File: config.mk
export PLATFORM = sky130hd
export DESIGN_NAME = dcache_uncache_resp
export DESIGN_NICKNAME = d
export VERILOG_FILES = /design/src/rtl/dcache_uncache_resp_pkg.sv /design/src/rtl/dcache_uncache_resp.sv
export SDC_FILE = /design/constraint.sdc
export NUM_CORES = 1
export LEC_CHECK = 0
export CAP_MARGIN = 20
export CORE_AREA = 10 10 121 123
export DETAILED_ROUTE_END_ITERATION = 12
export DIE_AREA = 0 0 131 133
export HOLD_SLACK_MARGIN = 0.02
export PLACE_DENSITY = 0.79
export SYNTH_ARGS = -nofsm -noshare
export SYNTH_HDL_FRONTEND = slang
export SYNTH_SLANG_ARGS = --single-unit
File: constraint.sdc
create_clock -name clk -period 4.2 [get_ports clk]
set_clock_uncertainty 0.15 [all_clocks]
set_input_delay 0.42 -clock clk [delete_from_list [all_inputs] [get_ports clk]]
set_output_delay 0.42 -clock clk [all_outputs]
set_load 0.03 [all_outputs]
File: src/rtl/dcache_uncache_resp_pkg.sv
// rtl/dcache_uncache_resp_pkg.sv - shared state encoding and size helper for the uncached data responder
package dcache_uncache_resp_pkg;

  typedef enum logic [2:0] {
    ST_IDLE  = 3'd0,
    ST_AR    = 3'd1,
    ST_R     = 3'd2,
    ST_WRITE = 3'd3,
    ST_B     = 3'd4,
    ST_RESP  = 3'd5
  } state_t;

  // Pipeline size codes (0=byte, 1=half, 2=word) map directly onto the bus size field.
  function automatic logic [2:0] bus_size(input logic [1:0] size);
    return {1'b0, size};
  endfunction

endpackage

File: src/rtl/dcache_uncache_resp.sv
// rtl/dcache_uncache_resp.sv - single-outstanding uncached load/store responder bridging MEM to an AXI-style port
module dcache_uncache_resp
  import dcache_uncache_resp_pkg::*;
#(
  parameter int ADDR_W = 32,
  parameter int DATA_W = 32
) (
  input  logic                clk,
  input  logic                reset,
  input  logic                data_req,
  input  logic                data_wr,
  input  logic [1:0]          data_size,
  input  logic [DATA_W/8-1:0] data_wstrb,
  input  logic [ADDR_W-1:0]   data_addr,
  input  logic [DATA_W-1:0]   data_wdata,
  input  logic                cancel,
  output logic                data_addr_ok,
  output logic                data_ok,
  output logic [DATA_W-1:0]   data_rdata,
  output logic                ar_valid,
  input  logic                ar_ready,
  output logic [ADDR_W-1:0]   ar_addr,
  output logic [2:0]          ar_size,
  input  logic                r_valid,
  output logic                r_ready,
  input  logic [DATA_W-1:0]   r_data,
  output logic                aw_valid,
  input  logic                aw_ready,
  output logic [ADDR_W-1:0]   aw_addr,
  output logic [2:0]          aw_size,
  output logic                w_valid,
  input  logic                w_ready,
  output logic [DATA_W-1:0]   w_data,
  output logic [DATA_W/8-1:0] w_strb,
  input  logic                b_valid,
  output logic                b_ready
);

  state_t state, state_n;

  logic [1:0]          size_q;
  logic [ADDR_W-1:0]   addr_q;
  logic [DATA_W-1:0]   wdata_q;
  logic [DATA_W/8-1:0] wstrb_q;
  logic [DATA_W-1:0]   rdata_q;
  logic                drop_q;
  logic                aw_done_q;
  logic                w_done_q;

  always_comb begin
    state_n      = state;
    data_addr_ok = 1'b0;
    data_ok      = 1'b0;
    ar_valid     = 1'b0;
    r_ready      = 1'b0;
    aw_valid     = 1'b0;
    w_valid      = 1'b0;
    b_ready      = 1'b0;
    case (state)
      ST_IDLE: begin
        data_addr_ok = data_req & ~cancel;
        if (data_addr_ok) state_n = data_wr ? ST_WRITE : ST_AR;
      end
      ST_AR: begin
        ar_valid = 1'b1;
        if (ar_ready) state_n = ST_R;
      end
      ST_R: begin
        r_ready = 1'b1;
        if (r_valid) state_n = ST_RESP;
      end
      ST_WRITE: begin
        // Each channel drops its valid once its own beat is taken; leave only when both are in.
        aw_valid = ~aw_done_q;
        w_valid  = ~w_done_q;
        if ((aw_done_q | aw_ready) && (w_done_q | w_ready)) state_n = ST_B;
      end
      ST_B: begin
        b_ready = 1'b1;
        if (b_valid) state_n = ST_RESP;
      end
      ST_RESP: begin
        data_ok = ~drop_q & ~cancel;
        state_n = ST_IDLE;
      end
      default: state_n = ST_IDLE;
    endcase
  end

  always_ff @(posedge clk or posedge reset) begin
    if (reset) begin
      state     <= ST_IDLE;
      size_q    <= '0;
      addr_q    <= '0;
      wdata_q   <= '0;
      wstrb_q   <= '0;
      rdata_q   <= '0;
      drop_q    <= 1'b0;
      aw_done_q <= 1'b0;
      w_done_q  <= 1'b0;
    end else begin
      state <= state_n;
      if (data_addr_ok) begin
        size_q    <= data_size;
        addr_q    <= data_addr;
        wdata_q   <= data_wdata;
        wstrb_q   <= data_wstrb;
        aw_done_q <= 1'b0;
        w_done_q  <= 1'b0;
      end
      if (aw_valid && aw_ready) aw_done_q <= 1'b1;
      if (w_valid && w_ready) w_done_q <= 1'b1;
      if (r_valid && r_ready) rdata_q <= r_data;
      // A flush only forgets the response; the bus transaction is always carried to completion.
      if (state == ST_RESP) drop_q <= 1'b0;
      else if (state != ST_IDLE && cancel) drop_q <= 1'b1;
    end
  end

  assign data_rdata = rdata_q;
  assign ar_addr    = addr_q;
  assign ar_size    = bus_size(size_q);
  assign aw_addr    = addr_q;
  assign aw_size    = bus_size(size_q);
  assign w_data     = wdata_q;
  assign w_strb     = wstrb_q;

endmodule

==> results of run 1 <==
[area by class of cell]
class | instances | area, µm²
well taps | 172 | 215
fillers | 996 | 4960
flip-flops and latches | 108 | 2700
inverters | 3 | 13.8
clock buffers | 12 | 246
repair buffers | 257 | 2580
clock inverters | 4 | 25.0
multi-input cells | 139 | 1620
[where the power goes]
part	switching [mW]	internal [mW]	leakage [nW]
logic	2.03	1.87	1.87
registers	0.368	1.56	1.30
clock network	0.367	0.417	0.129
total	2.77	3.84	3.30
[flip-flops by register name, summed over array words and instances (netlist names)]
| signal | count |
|---|---|
| ar_addr | 32 |
| data_rdata | 32 |
| w_data | 32 |
| w_strb | 4 |
| state | 3 |
| size_q | 2 |
| aw_done_q | 1 |
| drop_q | 1 |
| w_done_q | 1 |
[worst max path at each step]
stage	startpoint	to	slack (ns)	cells after the start
CTS	state[0]$_DFFE_PP0P_	data_addr_ok	0.92	4
global placement	data_req	data_addr_ok	1.03	5
floorplan	reset	ar_addr[0]$_DFFE_PP0P_	0.78	1
detailed placement	data_req	data_addr_ok	1.03	5
finish	state[0]$_DFFE_PP0P_	data_addr_ok	0.95	4
global route	state[0]$_DFFE_PP0P_	data_addr_ok	0.81	4
[synth_stat cells (2+ instances only)]
cell	count
clkbuf_1	4
nor3_1	2
nand2_1	4
mux2_2	34
nor2b_1	3
a22o_1	2
a21oi_1	4
nor2_1	6
buf_6	7
inv_1	3
buf_4	37
buf_2	3
mux2_4	67
nor4b_1	2
dfrtp_1	108
o22ai_1	2
a211oi_1	2
[worst max-delay path, cell delays in order, from the launching register on]
cell and delay (ns):
dfrtp_1 0.53, or3b_1 0.45, or3_4 0.56, inv_1 0.11, clkdlybuf4s50_1 0.67
[cells by family after synthesis]
family                 Yosys count
AND/OR/NAND/NOR                 22
buffers and inverters           54
AO/OA/AOI/OAI                   13
multiplexers                   102
flip-flops                     108
other                            1
[metal layers]
| metal | vias up | share of wire |
|---|---|---|
| li1 | 1429 | - |
| met1 | 1568 | 0.37 |
| met2 | 164 | 0.49 |
| met3 | 19 | 0.12 |
| met4 | 0 | 0.019 |
| met5 | - | 0 |
[through the flow]
| step | cells | hold WS (ns) |
|---|---|---|
| floorplan | 301 | 0.333 |
| global placement | 679 | 0.318 |
| detailed placement | 679 | 0.332 |
| CTS | 695 | 0.349 |
| global route | 695 | 0.370 |
| finish | 695 | 0.345 |
==> impl_metrics.csv, run 1 <==
group,metric,value,unit
yosys,netlist_area,0.00471,mm²
routing,routedWlPerCell,19.5,µm
status,status,"completed",
clock_network,clk-insertion-delay-late,0.34,ns
yosys,synth-simple-area-share,0.0252,
layout,final_util,0.598,
global_route,grt_pass1_vias,3526,
clock_network,ctsHoldBuffers,0,
yosys,synth_fa_ha_area_frac,0,
routing,first_pass_iters,4,
yosys,syn_avg_cell_area,15.7,µm²
floorplanning,rows,41,
worst_setup_path,rrSetupSlack,1.47,ns
timing,fin_crit_sh,0.773,
floorplanning,io_pins,257,
yosys,synth_compound_area_frac,0.0183,
worst_setup_path,arrival,2.68,ns
job,drv_cap,0,
yosys,synth_area_leaders,"dfrtp_1, mux2_4, mux2_2, buf_4, buf_6",
yosys,yosys_most_used_dff,"dfrtp_1",
clock_network,cts-htree-levels,3,
global_route,met3_usage,0.0627,
yosys,ys_seq_elements,108,
clock_network,cts.sinks,108,
yosys,postSynthCellCount,300,
floorplanning,start_util,0.381,
layout,fin_nets,630,
yosys,synth_async_sr_flop_share,1.00,
layout,insertedDiodeCount,0,
timing,finalSetupTns,0,ns
worst_setup_path,start_kind,"flop",
yosys,synth.yosys.warnings,0,
global_route,busiest_layer,"met2",
routing,drt_iter0_markers,84,
yosys,muxShareOfSynthArea,0.297,
global_route,grt_pass1_wl,20.6,mm
worst_setup_path,critPathKind,"flop to output port",
worst_setup_path,r2r_start,"state[0]$_DFFE_PP0P_",
placement,hpwl,10.9,mm
worst_setup_path,cp.required,3.63,ns
placement,place_area,0.00713,mm²
global_route,track_usage,0.152,
routing,viasPerCell,4.58,
yosys,ys_seq_area_frac,0.574,
placement,pre_cts_ws,1.03,ns
worst_setup_path,critPathCaptureType,"output port",
clock_network,clk_pin_slew_worst_paths,0.07,ns
routing,route.vias.total,3180,
layout,final_cell_mix,"clkdlybuf4s50_1, dfrtp_1, mux2_4, mux2_2, clkbuf_16",
yosys,synth_top_family_by_area,"multiplexers",
timing,period_needed,3.25,ns
layout,area_growth,57.1,%
worst_hold_path,min_path_cells,1,
floorplanning,dieArea,0.0174,mm²
worst_setup_path,reg2reg_depth,4,
floorplanning,fp.dieW,131,µm
floorplanning,design.core.area,0.0124,mm²
timing,setup_violations,0,
clock_network,cts_made_buffers,9,
floorplanning,die_h,133,µm
clock_network,cts.repair.resized,0,
worst_hold_path,min_from,"data_rdata[2]$_DFFE_PP0P_",
global_route,grt_max_degree,57,
routing,route.detailed.drc,0,
global_route,globalRouteOverflowTotal,0,
yosys,synth-edff-count,0,
yosys,synthXorXnorAreaFrac,0,
yosys,synth_top_cell_by_area,"dfrtp_1",
power,power,6.61,mW
power,peakVddDrop,385,µV
clock_network,cts-root-buf,"clkbuf_16",
yosys,synth_top_area_frac,0.574,
placement,gp_congestion,0.763,
timing,final-hold-violation-count,0,
timing,setup_slack,0.953,ns
yosys,synth_cell_types,27,
global_route,grt_use_met1,0.163,
placement,io_buffers,254,
timing,fmax,0.308,GHz
timing,maxSlewViolCount,0,
clock_network,cts_setup_buffers,0,
worst_hold_path,hold_end,"data_rdata[2]$_DFFE_PP0P_",
global_route,grt_use_met2,0.259,
worst_setup_path,crit_fanout,27,
worst_hold_path,min_path_type,"flop to flop",
routing,ant_nets,0,
routing,wirelength,13.5,mm
timing,worst_slew_pin_slew,0.861,ns
timing,rsz0062_at_grt,"no",
clock_network,cts_buffer_depth,2,
layout,finalInstanceArea,0.00740,mm²
worst_setup_path,r2r-end,"ar_addr[6]$_DFFE_PP0P_",
power,powerDensity,894,mW/mm²
global_route,grt_antenna_before_repair,0,
timing,relSlewSlack,0.426,
layout,final_common_cell,"clkdlybuf4s50_1",
clock_network,cts_tree,"done",
layout,drive_gt1_frac,0.229,
power,p_leak,3.30,nW
Note: power is estimated with default switching activity, not from simulation.
==> run 2: changes to the inputs <==
--- a/config.mk
+++ b/config.mk
@@ -6,11 +6,11 @@
 export NUM_CORES = 1
 export LEC_CHECK = 0
 export CAP_MARGIN = 20
-export CORE_AREA = 10 10 121 123
+export CORE_AREA = 10 10 127 129
 export DETAILED_ROUTE_END_ITERATION = 12
-export DIE_AREA = 0 0 131 133
+export DIE_AREA = 0 0 137 139
 export HOLD_SLACK_MARGIN = 0.02
-export PLACE_DENSITY = 0.79
+export PLACE_DENSITY = 0.75
 export SYNTH_ARGS = -nofsm -noshare
 export SYNTH_HDL_FRONTEND = slang
 export SYNTH_SLANG_ARGS = --single-unit
==> constraint.sdc (replaced) <==
create_clock -name clk -period 2.9 [get_ports clk]
set_clock_uncertainty 0.15 [all_clocks]
set_input_delay 0.29 -clock clk [delete_from_list [all_inputs] [get_ports clk]]
set_output_delay 0.29 -clock clk [all_outputs]
set_load 0.03 [all_outputs]
==> run 2 against run 1 <==
  * Register-to-register slack worse by 0.79 ns
  * Sequential power increased by 44%
  * Via count shrank 1.5%
  * Worst hold slack lost 0.052 ns
  * Die area increased by 9.3%
  * Routed wire length shrank 1.4%
  * Combinational power grew 45%
  * Clock power up 73%
  * Highest routed layer unchanged
==> impl_metrics.csv, run 2 (same netlist as run 1, synthesis figures left out) <==
group,metric,value,unit
status,status,"completed",
power,peakVddDrop,649,µV
timing,maxSlewViolCount,0,
timing,setup_violations,0,
worst_hold_path,min_path_type,"primary input to asynchronous set/reset pin",
worst_setup_path,reg2reg_depth,4,
worst_setup_path,arrival,2.08,ns
clock_network,clk_pin_slew_worst_paths,0.07,ns
timing,fin_crit_sh,0.869,
clock_network,cts.sinks,108,
timing,period_needed,2.52,ns
clock_network,cts_tree,"done",
placement,hpwl,10.5,mm
global_route,track_usage,0.138,
global_route,grt_pass1_wl,20.3,mm
timing,rsz0062_at_grt,"no",
worst_setup_path,crit_buf_inv,1,
timing,final-hold-violation-count,0,
routing,route.vias.total,3133,
floorplanning,dieArea,0.0190,mm²
layout,insertedDiodeCount,0,
timing,finalHoldWorstSlack,0.292,ns
floorplanning,die_h,139,µm
global_route,grt_pass1_vias,3446,
worst_setup_path,critPathSlowestCell,"clkdlybuf4s50_1",
placement,gp_congestion,0.774,
floorplanning,io_pins,257,
layout,fin_nets,632,
timing,finalSetupTns,0,ns
layout,drive_gt1_frac,0.238,
routing,first_pass_iters,4,
clock_network,cts.repair.resized,0,
worst_setup_path,critPathCaptureType,"output port",
power,pwr-share-clk,0.138,
layout,final_cell_mix,"clkdlybuf4s50_1, dfrtp_1, mux2_4, mux2_2, clkbuf_16",
worst_setup_path,critPathKind,"flop to output port",
job,drv_cap,0,
floorplanning,rows,43,
layout,finalInstanceArea,0.00750,mm²
power,p_switching,4.00,mW
routing,ant_nets,0,
worst_setup_path,slowest_delay,0.71,ns
clock_network,clk-insertion-delay-late,0.34,ns
global_route,grt_max_degree,109,
power,p_comb_frac,0.578,
timing,setup_slack,0.381,ns
floorplanning,start_util,0.345,
floorplanning,design.core.area,0.0137,mm²
power,p_int,5.80,mW
power,p_leak,3.35,nW
placement,place_area,0.00716,mm²
clock_network,cts_made_buffers,9,
timing,worst_slew_pin_slew,0.600,ns
clock_network,cts-htree-levels,3,
global_route,globalRouteOverflowTotal,0,
power,powerDensity,1310,mW/mm²
routing,wirelength,13.3,mm
clock_network,cts_buffer_depth,2,
routing,drt_iter0_markers,118,
clock_network,ctsHoldBuffers,0,
clock_network,cts_setup_buffers,0,
worst_setup_path,crit_fanout,11,
routing,routedWlPerCell,18.9,µm
worst_setup_path,cp.required,2.46,ns
global_route,grt_antenna_before_repair,0,
layout,final_common_cell,"clkdlybuf4s50_1",
timing,fmax,0.397,GHz
worst_setup_path,cpLargestDelayFamily,"buffers and inverters",
placement,io_buffers,254,
layout,area_growth,59.2,%
floorplanning,fp.dieW,137,µm
power,seq_power_share,0.284,
power,swShare,0.408,
routing,viasPerCell,4.44,
worst_setup_path,cp_num_cells,4,
timing,relSlewSlack,0.600,
worst_setup_path,start_kind,"flop",
clock_network,cts-root-buf,"clkbuf_16",
worst_setup_path,crit_chain,"nor2b_1, nand2_1, nor2_1, clkdlybuf4s50_1",
placement,pre_cts_ws,0.392,ns
routing,route.detailed.drc,0,
==> run 2: power groups by stage <==
stage	clock (mW)	sequential [mW]	combinational [mW]
floorplan	0	4.13	2.22
global placement	0	2.78	5.67
detailed placement	0	2.79	5.74
CTS	1.40	2.79	5.74
global route	1.46	2.89	5.90
finish	1.36	2.78	5.66
==> run 2: metal layers <==
metal | up-vias | GRT usage | part of all wire
li1 | 1437 | - | -
met1 | 1544 | 0.148 | 0.37
met2 | 137 | 0.240 | 0.52
met3 | 15 | 0.0478 | 0.092
met4 | 0 | 0.0499 | 0.017
met5 | - | 0 | 0
==> run 2: per-stage QoR <==
stage,cells,total power [mW],utilization
after detailed placement,689,8.53,0.524
after floorplan,301,6.35,-
after global routing,705,10.2,0.549
after CTS,705,9.94,0.549
final,705,9.80,0.549
after global placement,689,8.44,0.524
==> run 2: cell type report <==
| cell class | count | area, µm² |
|---|---|---|
| fillers | 1141 | 6170 |
| flip-flops and latches | 108 | 2700 |
| repair buffers | 259 | 2600 |
| multi-input cells | 139 | 1620 |
| clock buffers | 12 | 267 |
| well taps | 180 | 225 |
| clock inverters | 4 | 70.1 |
| inverters | 3 | 15.0 |
==> run 2: final timing paths <==
kind	start	to	slack (ns)
worst max register to register	state[0]$_DFFE_PP0P_	ar_addr[14]$_DFFE_PP0P_	0.68
worst min register to register	data_rdata[2]$_DFFE_PP0P_	data_rdata[2]$_DFFE_PP0P_	0.34
worst max-delay path	state[1]$_DFFE_PP0P_	w_valid	0.38
worst min-delay path	reset	w_data[14]$_DFFE_PP0P_	0.29
max in group asynchronous	reset	w_data[11]$_DFFE_PP0P_	1.82
min in group clk	data_rdata[2]$_DFFE_PP0P_	data_rdata[2]$_DFFE_PP0P_	0.34
==> run 2: worst reg2reg max path, stage by stage (launching register included) <==
cell and delay, ns:
dfrtp_1 0.40, or3b_1 0.40, or3_4 0.48, buf_12 0.27
mux2_4 0.40
